File: src/rtl/mem_arbiter.sv
// Two-port (instruction/data) arbiter in front of a single-ported synchronous SRAM.
// Data port has priority; one access in flight at a time.
// Optional wait-state support is built when MEM_ARBITER_WAIT_STATES_EN is defined;
// otherwise the access timing is fixed at issue -> ack with read data passed through.
module mem_arbiter #(
    parameter int unsigned WAIT_STATES = 0
) (
    input  logic        clk,
    input  logic        reset,
    input  logic        i_m_access,
    input  logic [19:1] i_m_address,
    output logic        i_m_ack,
    output logic [15:0] i_m_data,
    input  logic        d_m_access,
    input  logic [19:1] d_m_address,
    input  logic        d_m_wr_en,
    input  logic [1:0]  d_m_bytesel,
    input  logic [15:0] d_m_data_in,
    output logic        d_m_ack,
    output logic [15:0] d_m_data_out,
    output logic        sram_cs,
    output logic        sram_we,
    output logic [19:1] sram_address,
    output logic [1:0]  sram_bytesel,
    output logic [15:0] sram_wdata,
    input  logic [15:0] sram_rdata
);

    localparam logic [1:0] StIdle  = 2'd0;
    localparam logic [1:0] StIssue = 2'd1;
    localparam logic [1:0] StWait  = 2'd2;
    localparam logic [1:0] StAck   = 2'd3;

    logic [1:0]  state_q, state_d;
    logic        port_q, port_d;     // 1 = data port owns the access
    logic [19:1] addr_q, addr_d;
    logic        we_q, we_d;
    logic [1:0]  bs_q, bs_d;
    logic [15:0] wdata_q, wdata_d;
    logic [15:0] rd_data;

`ifdef MEM_ARBITER_WAIT_STATES_EN
    logic [3:0]  ws;
    logic [3:0]  cnt_q, cnt_d;
    logic [15:0] cap_q, cap_d;

    assign ws = 4'(WAIT_STATES);
`else
    logic unused_ws;

    assign unused_ws = ^(4'(WAIT_STATES));
`endif

    // Next-state: arbitration, latching the granted request, and access sequencing
    always_comb begin
        state_d = state_q;
        port_d  = port_q;
        addr_d  = addr_q;
        we_d    = we_q;
        bs_d    = bs_q;
        wdata_d = wdata_q;
`ifdef MEM_ARBITER_WAIT_STATES_EN
        cnt_d   = cnt_q;
        cap_d   = cap_q;
`endif
        case (state_q)
            StIdle: begin
                if (d_m_access) begin
                    state_d = StIssue;
                    port_d  = 1'b1;
                    addr_d  = d_m_address;
                    we_d    = d_m_wr_en;
                    bs_d    = d_m_bytesel;
                    wdata_d = d_m_data_in;
                end else if (i_m_access) begin
                    state_d = StIssue;
                    port_d  = 1'b0;
                    addr_d  = i_m_address;
                    we_d    = 1'b0;
                    bs_d    = 2'b11;
                    wdata_d = 16'h0;
                end
            end
            StIssue: begin
`ifdef MEM_ARBITER_WAIT_STATES_EN
                if (ws != 4'd0) begin
                    state_d = StWait;
                    cnt_d   = ws - 4'd1;
                end else begin
                    state_d = StAck;
                end
`else
                state_d = StAck;
`endif
            end
            StWait: begin
`ifdef MEM_ARBITER_WAIT_STATES_EN
                // SRAM data is valid only in the first wait cycle
                if (cnt_q == ws - 4'd1) begin
                    cap_d = sram_rdata;
                end
                if (cnt_q == 4'd0) begin
                    state_d = StAck;
                end else begin
                    cnt_d = cnt_q - 4'd1;
                end
`else
                state_d = StIdle;
`endif
            end
            StAck:   state_d = StIdle;
            default: state_d = StIdle;
        endcase
    end

    // State and latched-request registers; reset abandons any access in flight
    always_ff @(posedge clk or posedge reset) begin
        if (reset) begin
            state_q <= StIdle;
            port_q  <= 1'b0;
            addr_q  <= '0;
            we_q    <= 1'b0;
            bs_q    <= 2'b00;
            wdata_q <= 16'h0;
`ifdef MEM_ARBITER_WAIT_STATES_EN
            cnt_q   <= 4'd0;
            cap_q   <= 16'h0;
`endif
        end else begin
            state_q <= state_d;
            port_q  <= port_d;
            addr_q  <= addr_d;
            we_q    <= we_d;
            bs_q    <= bs_d;
            wdata_q <= wdata_d;
`ifdef MEM_ARBITER_WAIT_STATES_EN
            cnt_q   <= cnt_d;
            cap_q   <= cap_d;
`endif
        end
    end

    // Outputs: SRAM strobes from the latched access, acks and zero-gated read data
    always_comb begin
`ifdef MEM_ARBITER_WAIT_STATES_EN
        rd_data = (ws == 4'd0) ? sram_rdata : cap_q;
`else
        rd_data = sram_rdata;
`endif
        sram_cs      = (state_q == StIssue);
        sram_we      = sram_cs & we_q;
        sram_address = addr_q;
        sram_bytesel = bs_q;
        sram_wdata   = wdata_q;
        i_m_ack      = (state_q == StAck) & ~port_q;
        d_m_ack      = (state_q == StAck) & port_q;
        i_m_data     = i_m_ack ? rd_data : 16'h0;
        d_m_data_out = d_m_ack ? rd_data : 16'h0;
    end

endmodule

File: config.mk
export PLATFORM = sky130hd
export DESIGN_NAME = mem_arbiter
export DESIGN_NICKNAME = d
export VERILOG_FILES = /design/src/rtl/mem_arbiter.sv
export SDC_FILE = /design/constraint.sdc
export NUM_CORES = 1
export LEC_CHECK = 0
export ABC_AREA = 1
export BUFFER_PORTS_ARGS = -buffer_cell sky130_fd_sc_hd__buf_2
export CORE_MARGIN = 8
export CORE_UTILIZATION = 41
export DETAILED_ROUTE_END_ITERATION = 12
export GPL_TIMING_DRIVEN = 0
export PLACE_DENSITY = 0.81
export SLEW_MARGIN = 20
export SYNTH_ARGS = -nofsm -noshare
export SYNTH_HDL_FRONTEND = slang
export SYNTH_SLANG_ARGS = --single-unit
File: constraint.sdc
create_clock -name clk -period 1.7 [get_ports clk]
set_input_delay 0.34 -clock clk [delete_from_list [all_inputs] [get_ports clk]]
set_output_delay 0.34 -clock clk [all_outputs]
set_load 0.1 [all_outputs]
==> results.cfg, run 1 <==
[critical_path]
critPathCaptureType = output port
r2r_slack_ns = 0.22
critPathSlowestCell = dfrtp_1
r2r-start = state_q[1]$_DFFE_PP0P_
endpoint = i_m_data[2]
crit_fanout = 7
path_cells = nand3b_1, buf_6, buf_12, nor2_4, buf_12
reg2reg_to = sram_wdata[4]$_DFFE_PP0P_
cpMostUsedCell = buf_12
arrival_ns = 1.54
start_kind = register
critPathKind = reg -> out
max_stage_delay_ns = 0.43
crit_path_start = port_q$_DFFE_PP0P_
reg2regPathDepth = 8
crit_required_ns = 1.36

[clocking]
clock-sinks = 41
cts_buffers = 5
clk_path_buf_depth = 2
htreeDepth = 2
hold_buffers = 0
clkLatencyLatePin_ns = 0.29
path_clk_slew_ns = 0.08
cts_root_buffer = clkbuf_8
cts_tree = built

[global_route]
grt_max_degree = 28
antenna_found_initial = 0
grt_pass1_vias = 2671
grt_overflow = 0
grt_pass1_wl_um = 13800
grt.total_usage = 0.235

[yosys]
seq_area_frac_synth = 0.493
syn_area_per_cell_um2 = 6.89
yosysMostFrequentCell = nand2_1
synth_top_area_share = 0.493
synth_top_cells_by_count = nand2_1, dfrtp_1, nor2_1
syn_inst = 302
yosys_warnings = 0
syn_area_mm2 = 0.00208
ys.flop_type = dfrtp_1
netlist_top_cells_area = dfrtp_1, nand2_1, nor2_1, nand3_1, inv_1
ys_types = 15
synth_nets = 379
ys_seq_elements = 41
synth_edf_count = 0
yosysTopAreaCell = dfrtp_1
synthArstFlopShare = 1.00

[layout]
antenna_cells = 0
num-fill-cells = 340
nNetsFinal = 547
area_growth_pct = 92.4
design_area_mm2 = 0.00400
drive_gt1_frac = 0.471
final_core_util = 0.799

[route]
viasPerCell = 4.77
first_pass_iters = 4
wl_per_cell_um = 16.9
vias = 2582
drc = 0
drt_iter0_markers = 97
ant_nets = 0
drt-total-wl_um = 9140

[run_status]
status = finished with violations
violations = negative setup slack

[timing]
max_slew_margin = 0.664
fin_skew_ns = 0.00255
rsz0062_at_grt = true
max_freq_mhz = 532
fin_crit_sh = 1.11
fin_ws_ns = -0.180
fin_crit_ns = 1.88
finalSetupViolations = 34
worst_pin_slew_ns = 0.508
holdWs_ns = 0.00742
finalHoldViolations = 0
slew_violations = 0

[placed_design]
dpl.hpwl_um = 5470
placed_area_mm2 = 0.00312
gp_congestion = 0.848
port_buffers = 149

[floorplanning]
row_count = 26
start_util = 0.415
die_w_um = 87.2
core_mm2 = 0.00501
dieArea_mm2 = 0.00761
pin_count = 150
dieHeight_um = 87.2

[job]
drv_cap = 0

[min_path]
min_path_type = in -> async
-- sequential cells by signal, indices dropped and copies added (netlist names) --
name          count
port_q            1
we_q              1
sram_bytesel      2
sram_wdata       16
state_q           2
sram_address     19
-- layout make-up --
class,instances,area (um2),area share
buffer,15,108,0.0269
clock buffer,7,86.3,0.0216
clock inverter,1,30.0,0.00750
inverter,25,101,0.0253
multi-input combinational,220,1120,0.280
sequential,41,1030,0.257
tap,70,87.6,0.0219
timing repair buffer,162,1440,0.361
-- critical path: cells and delay by family (launching register included) --
family,cells,cell delay (ns)
buffers and inverters,3,0.50
DFF,1,0.43
and+or+nand+nor,2,0.32
-- layout by cell type (no fill, tap or decap) --
| master | instances |
|---|---|
| nor2_1 | 2 |
| nor2_2 | 3 |
| nand3_4 | 1 |
| nand3b_1 | 1 |
| nand3_1 | 19 |
| dfrtp_1 | 40 |
| clkinvlp_4 | 2 |
| clkbuf_1 | 4 |
| dfrtp_2 | 1 |
| buf_16 | 1 |
| clkbuf_8 | 6 |
| bufinv_16 | 1 |
| buf_6 | 10 |
| nand2_1 | 160 |
| buf_4 | 5 |
| inv_1 | 21 |
| nor2_4 | 32 |
| inv_2 | 2 |
| buf_12 | 38 |
| buf_2 | 120 |
| a21oi_1 | 1 |
| and3_1 | 1 |
-- how the worst min path moves through the flow --
stage                           startpoint                         end  slack (ns)  cells after the start
after floorplan           we_q$_DFFE_PP0P_            we_q$_DFFE_PP0P_        0.43                      2
after global placement    we_q$_DFFE_PP0P_            we_q$_DFFE_PP0P_        0.45                      2
after detailed placement             reset  sram_wdata[14]$_DFFE_PP0P_        0.33                      2
after CTS                            reset  sram_wdata[14]$_DFFE_PP0P_        0.01                      2
after global routing                 reset   sram_wdata[1]$_DFFE_PP0P_        0.03                      2
final                                reset   sram_wdata[1]$_DFFE_PP0P_       0.007                      2
-- what timing repair did --
item	in CTS	in global routing
endpoints found under the setup margin	36	35
pin swaps	3	3
buffers inserted	8	3
gates cloned	2	0
resized for setup	158	14
-- cells by family after synthesis --
family / share of synthesized area
flip-flops: 0.493
buffers and inverters: 0.0891
AND/OR/NAND/NOR: 0.415
AO/OA/AOI/OAI: 0.00240
-- layer usage --
| layer | GRT usage | wire [um] | part of all wire |
|---|---|---|---|
| met5 | 0 | 0 | 0 |
| met4 | 0.0797 | 259 | 0.028 |
| met3 | 0.0840 | 794 | 0.087 |
| met2 | 0.407 | 4520 | 0.49 |
| met1 | 0.258 | 3560 | 0.39 |
-- metrics by stage --
stage / setup TNS, ns / std cells / worst slack, ns
floorplan: -6.80 / 302 / -0.261
global placement: -10.76 / 521 / -0.318
detailed placement: -6.58 / 522 / -0.337
CTS: -2.00 / 540 / -0.104
global route: -5.96 / 541 / -0.231
finish: -4.15 / 541 / -0.180
Power of run 1 is not shown: default switching activity piles up to over one toggle a cycle in this logic, so the estimate is an artifact.
==> run 2: changes to the inputs <==
--- a/config.mk
+++ b/config.mk
@@ -7,11 +7,13 @@
 export LEC_CHECK = 0
 export ABC_AREA = 1
 export BUFFER_PORTS_ARGS = -buffer_cell sky130_fd_sc_hd__buf_2
+export CELL_PAD_IN_SITES_DETAIL_PLACEMENT = 0
+export CELL_PAD_IN_SITES_GLOBAL_PLACEMENT = 2
 export CORE_MARGIN = 8
-export CORE_UTILIZATION = 41
+export CORE_UTILIZATION = 19
 export DETAILED_ROUTE_END_ITERATION = 12
 export GPL_TIMING_DRIVEN = 0
-export PLACE_DENSITY = 0.81
+export PLACE_DENSITY_LB_ADDON = 0.1
 export SLEW_MARGIN = 20
 export SYNTH_ARGS = -nofsm -noshare
 export SYNTH_HDL_FRONTEND = slang
==> run 2 against run 1 <==
Against the previous run:
- the run still ends with negative setup slack left
- via count is 5.6% lower
- die area is 91% higher
- design area is 3.2% higher
- hold slack better by 0.038 ns
- first-iteration DRC count is 24% lower
- cell count is 13% higher
- core utilization is 41 points lower
- wire length is 6.2% lower
- maximum frequency is 4.5% higher
- global-route usage is 12 points lower
- highest routed layer is now met5
==> results.cfg, run 2 (synthesis gave the netlist of run 1 again) <==
[layout]
mostFrequentLayoutCell = nand2_1
nNetsFinal = 549
drive_gt1_frac = 0.474
antenna_cells = 0
largest_register_ffs = 19
mostFrequentLayoutCells = nand2_1, buf_2, dfrtp_1
area_growth_pct = 98.6
final_core_util = 0.384

[clocking]
clkLatencyLatePin_ns = 0.29
cts_root_buffer = clkbuf_8
clock-sinks = 41
clk_path_buf_depth = 2
cts_buffers = 5
hold_buffers = 0
htreeDepth = 2
cts_tree = built
path_clk_slew_ns = 0.08

[job]
drv_cap = 0

[run_status]
violations = negative setup slack
status = finished with violations

[global_route]
grt_pass1_wl_um = 13500
antenna_found_initial = 1
grt.total_usage = 0.115
grt_overflow = 0
grt_pass1_vias = 2635
grt_max_degree = 24

[floorplanning]
row_count = 38
die_w_um = 121
start_util = 0.194
core_mm2 = 0.0107
dieArea_mm2 = 0.0145
dieHeight_um = 121
pin_count = 150

[route]
drt_iter0_markers = 74
vias = 2437
ant_nets = 0
first_pass_iters = 4
wl_per_cell_um = 14.0
drc = 0
drt-total-wl_um = 8570
viasPerCell = 3.98

[timing]
rsz0062_at_grt = true
finalHoldViolations = 0
fin_ws_ns = -0.0996
max_slew_margin = 0.652
setup-tns-final_ns = -1.84
worst_pin_slew_ns = 0.522
max_freq_mhz = 556
fin_crit_ns = 1.80
fin_skew_ns = 0.00593
holdWs_ns = 0.0452
finalSetupViolations = 32
fin_crit_sh = 1.06
slew_violations = 0

[placed_design]
port_buffers = 149
dpl.hpwl_um = 6440
gp_congestion = 0.672

[critical_path]
start_kind = register
crit_fanout = 5
critPathKind = reg -> out
crit_required_ns = 1.36
arrival_ns = 1.46
critPathCaptureType = output port

[min_path]
min_path_type = in -> async
-- run 2: cell types whose count changed in the layout (fill, tap and decap cells not counted), sizes merged --
cell	change
buf	+1
clkbuf	+1
-- run 2: layout make-up --
cell class	instances	area (um2)
Buffer	16	128
Clock buffer	7	86.3
Clock inverter	1	30.0
Fill cell	1151	6620
Inverter	25	101
Multi-Input combinational cell	220	1120
Sequential cell	41	1030
Tap cell	140	175
Timing Repair Buffer	163	1460
-- run 2: metal layers --
| layer | part of all wire | up-vias | global-route usage |
|---|---|---|---|
| met3 | 0.078 | 4 | 0.0420 |
| li1 | - | 1235 | - |
| met2 | 0.49 | 79 | 0.194 |
| met4 | 0.0051 | 2 | 0.0234 |
| met1 | 0.42 | 1117 | 0.138 |
| met5 | 0.0012 | - | 0 |
-- run 2: stage by stage --
step	setup WS [ns]	instance area, um2	std cells
floorplan	-0.261	2270	302
global placement	-0.374	3190	591
detailed placement	-0.395	3210	592
CTS	-0.150	3920	606
global route	-0.161	4130	613
finish	-0.0996	4130	613
-- run 2: worst paths after layout --
kind | cells after the start | start | end | slack [ns]
worst max-delay path | 5 | port_q$_DFFE_PP0P_ | i_m_data[14] | -0.1
worst min-delay path | 2 | reset | sram_address[3]$_DFFE_PP0P_ | 0.05
worst max register to register | 8 | state_q[1]$_DFFE_PP0P_ | sram_address[9]$_DFFE_PP0P_ | 0.17
worst min register to register | 2 | sram_wdata[13]$_DFFE_PP0P_ | sram_wdata[13]$_DFFE_PP0P_ | 0.47
max in group asynchronous | 3 | reset | state_q[0]$_DFFE_PP0P_ | 1.15
min in group clk | 3 | d_m_data_in[11] | sram_wdata[11]$_DFFE_PP0P_ | 0.28
-- run 2: what timing repair did --
item,4_1_cts,5_1_grt
gates cloned,1,1
setup endpoints to repair,36,36
pin swaps,3,4
setup buffers,5,6
resized for setup,142,31
-- run 2: worst max-delay path: stages (launching register included) --
cell      delay [ns]
dfrtp_1         0.40
nand3b_1        0.18
buf_6           0.15
buf_12          0.14
nor2_4          0.12
buf_12          0.18
Power of run 2 is left out for the same reason.
==> run 3: changes to the inputs <==
--- a/config.mk
+++ b/config.mk
@@ -10,10 +10,11 @@
 export CELL_PAD_IN_SITES_DETAIL_PLACEMENT = 0
 export CELL_PAD_IN_SITES_GLOBAL_PLACEMENT = 2
 export CORE_MARGIN = 8
-export CORE_UTILIZATION = 19
+export CORE_UTILIZATION = 21
 export DETAILED_ROUTE_END_ITERATION = 12
 export GPL_TIMING_DRIVEN = 0
 export PLACE_DENSITY_LB_ADDON = 0.1
+export SKIP_CTS_REPAIR_TIMING = 1
 export SLEW_MARGIN = 20
 export SYNTH_ARGS = -nofsm -noshare
 export SYNTH_HDL_FRONTEND = slang
==> constraint.sdc (replaced) <==
create_clock -name clk -period 2.14 [get_ports clk]
set_input_delay 0.428 -clock clk [delete_from_list [all_inputs] [get_ports clk]]
set_output_delay 0.428 -clock clk [all_outputs]
set_load 0.1 [all_outputs]
==> run 3 against run 2 <==
Against the previous run:
- first-iteration DRC count down 8.1%
- critical path depth unchanged
- non-clock buffer count down 12
- the flow now finishes without violations
- clock-buffer cell count unchanged
- largest cell class is now flip-flops and latches
- core utilization down 5.2 points
- hold slack better by 0.048 ns
- die area down 8.3%
- register-to-register slack better by 0.64 ns
- via count down 3.5%
- flip-flop and latch count unchanged
- global-route usage down 0.31 points
- wire length down 9.3%
==> results.cfg, run 3 (synthesis gave the netlist of run 1 again) <==
[run_status]
status = complete, no violations

[clocking]
clkLatencyLatePin_ns = 0.29
path_clk_slew_ns = 0.08
clk_path_buf_depth = 2
cts_root_buffer = clkbuf_8
htreeDepth = 2
cts_buffers = 5
cts_tree = built
clock-sinks = 41

[route]
drt_iter0_markers = 68
wl_per_cell_um = 13.1
drt-total-wl_um = 7770
first_pass_iters = 4
vias = 2352
ant_nets = 0
viasPerCell = 3.96
drc = 0

[floorplanning]
dieHeight_um = 116
die_w_um = 116
dieArea_mm2 = 0.0133
start_util = 0.215
core_mm2 = 0.00968
row_count = 36
pin_count = 150

[timing]
fin_crit_sh = 0.937
fin_skew_ns = 0.00514
max_freq_mhz = 499
fin_crit_ns = 2.00
worst_pin_slew_ns = 0.520
max_slew_margin = 0.656
setup-tns-final_ns = 0
finalHoldViolations = 0
holdWs_ns = 0.0932
slew_violations = 0
finalSetupViolations = 0

[critical_path]
critPathCaptureType = output port
crit_required_ns = 1.71
critPathKind = reg -> out
start_kind = register
arrival_ns = 1.58
crit_fanout = 10

[global_route]
grt_pass1_vias = 2321
grt_max_degree = 28
grt.total_usage = 0.112
antenna_found_initial = 0
grt_overflow = 0
grt_pass1_wl_um = 11700

[layout]
mostFrequentLayoutCells = nand2_1, buf_2, dfrtp_1
multi_input_area_um2 = 881
area_growth_pct = 54.6
num-fill-cells = 1079
largest_register_ffs = 19
nNetsFinal = 537
seqCellArea_mm2 = 0.00103
drive_gt1_frac = 0.384
antenna_cells = 0
mostFrequentLayoutCell = nand2_1
final_core_util = 0.332

[placed_design]
gp_congestion = 0.753
port_buffers = 149
dpl.hpwl_um = 6090

[job]
drv_cap = 0

[min_path]
min_path_type = in -> async
## run 3: through the flow
stage / cells / worst slack, ns / cell area (um2)
2_1_floorplan: 302 / -0.402 / 2080
5_1_grt: 594 / -0.0445 / 3220
4_1_cts: 593 / -0.207 / 3110
3_5_place_dp: 585 / 0.118 / 3010
6_report: 594 / 0.136 / 3220
3_3_place_gp: 584 / 0.0223 / 2990
## run 3: final timing paths
kind / start / endpoint / slack, ns / cells past startpoint
min in group clk: d_m_data_in[10] / sram_wdata[10]$_DFFE_PP0P_ / 0.36 / 3
hold reg to reg: sram_wdata[1]$_DFFE_PP0P_ / sram_wdata[1]$_DFFE_PP0P_ / 0.47 / 2
hold / removal: reset / sram_wdata[10]$_DFFE_PP0P_ / 0.09 / 2
setup / recovery: state_q[1]$_DFFE_PP0P_ / d_m_data_out[11] / 0.14 / 5
max in group asynchronous: reset / sram_address[8]$_DFFE_PP0P_ / 1.58 / 3
setup reg to reg: state_q[1]$_DFFE_PP0P_ / sram_address[6]$_DFFE_PP0P_ / 0.81 / 6
## run 3: final cells by class
cell class / count / share of cell area
multi-input cells: 220 / 0.274
inverters: 25 / 0.0292
flip-flops and latches: 41 / 0.319
clock inverters: 1 / 0.00156
plain buffers: 16 / 0.0284
well taps: 133 / 0.0518
repair buffers: 151 / 0.266
clock buffers: 7 / 0.0300
## run 3: worst max-delay path, cell delays in order, from the launching register on
cell	delay (ns)
dfrtp_1	0.32
buf_2	0.19
nand3_4	0.14
buf_2	0.21
nor2_1	0.12
buf_4	0.30
## run 3: metal layers
layer | wire [um] | GRT usage
met5 | 0 | 0
met4 | 94 | 0.0333
met3 | 821 | 0.0406
met2 | 3520 | 0.186
met1 | 3330 | 0.132
Power of run 3 is left out for the same reason.
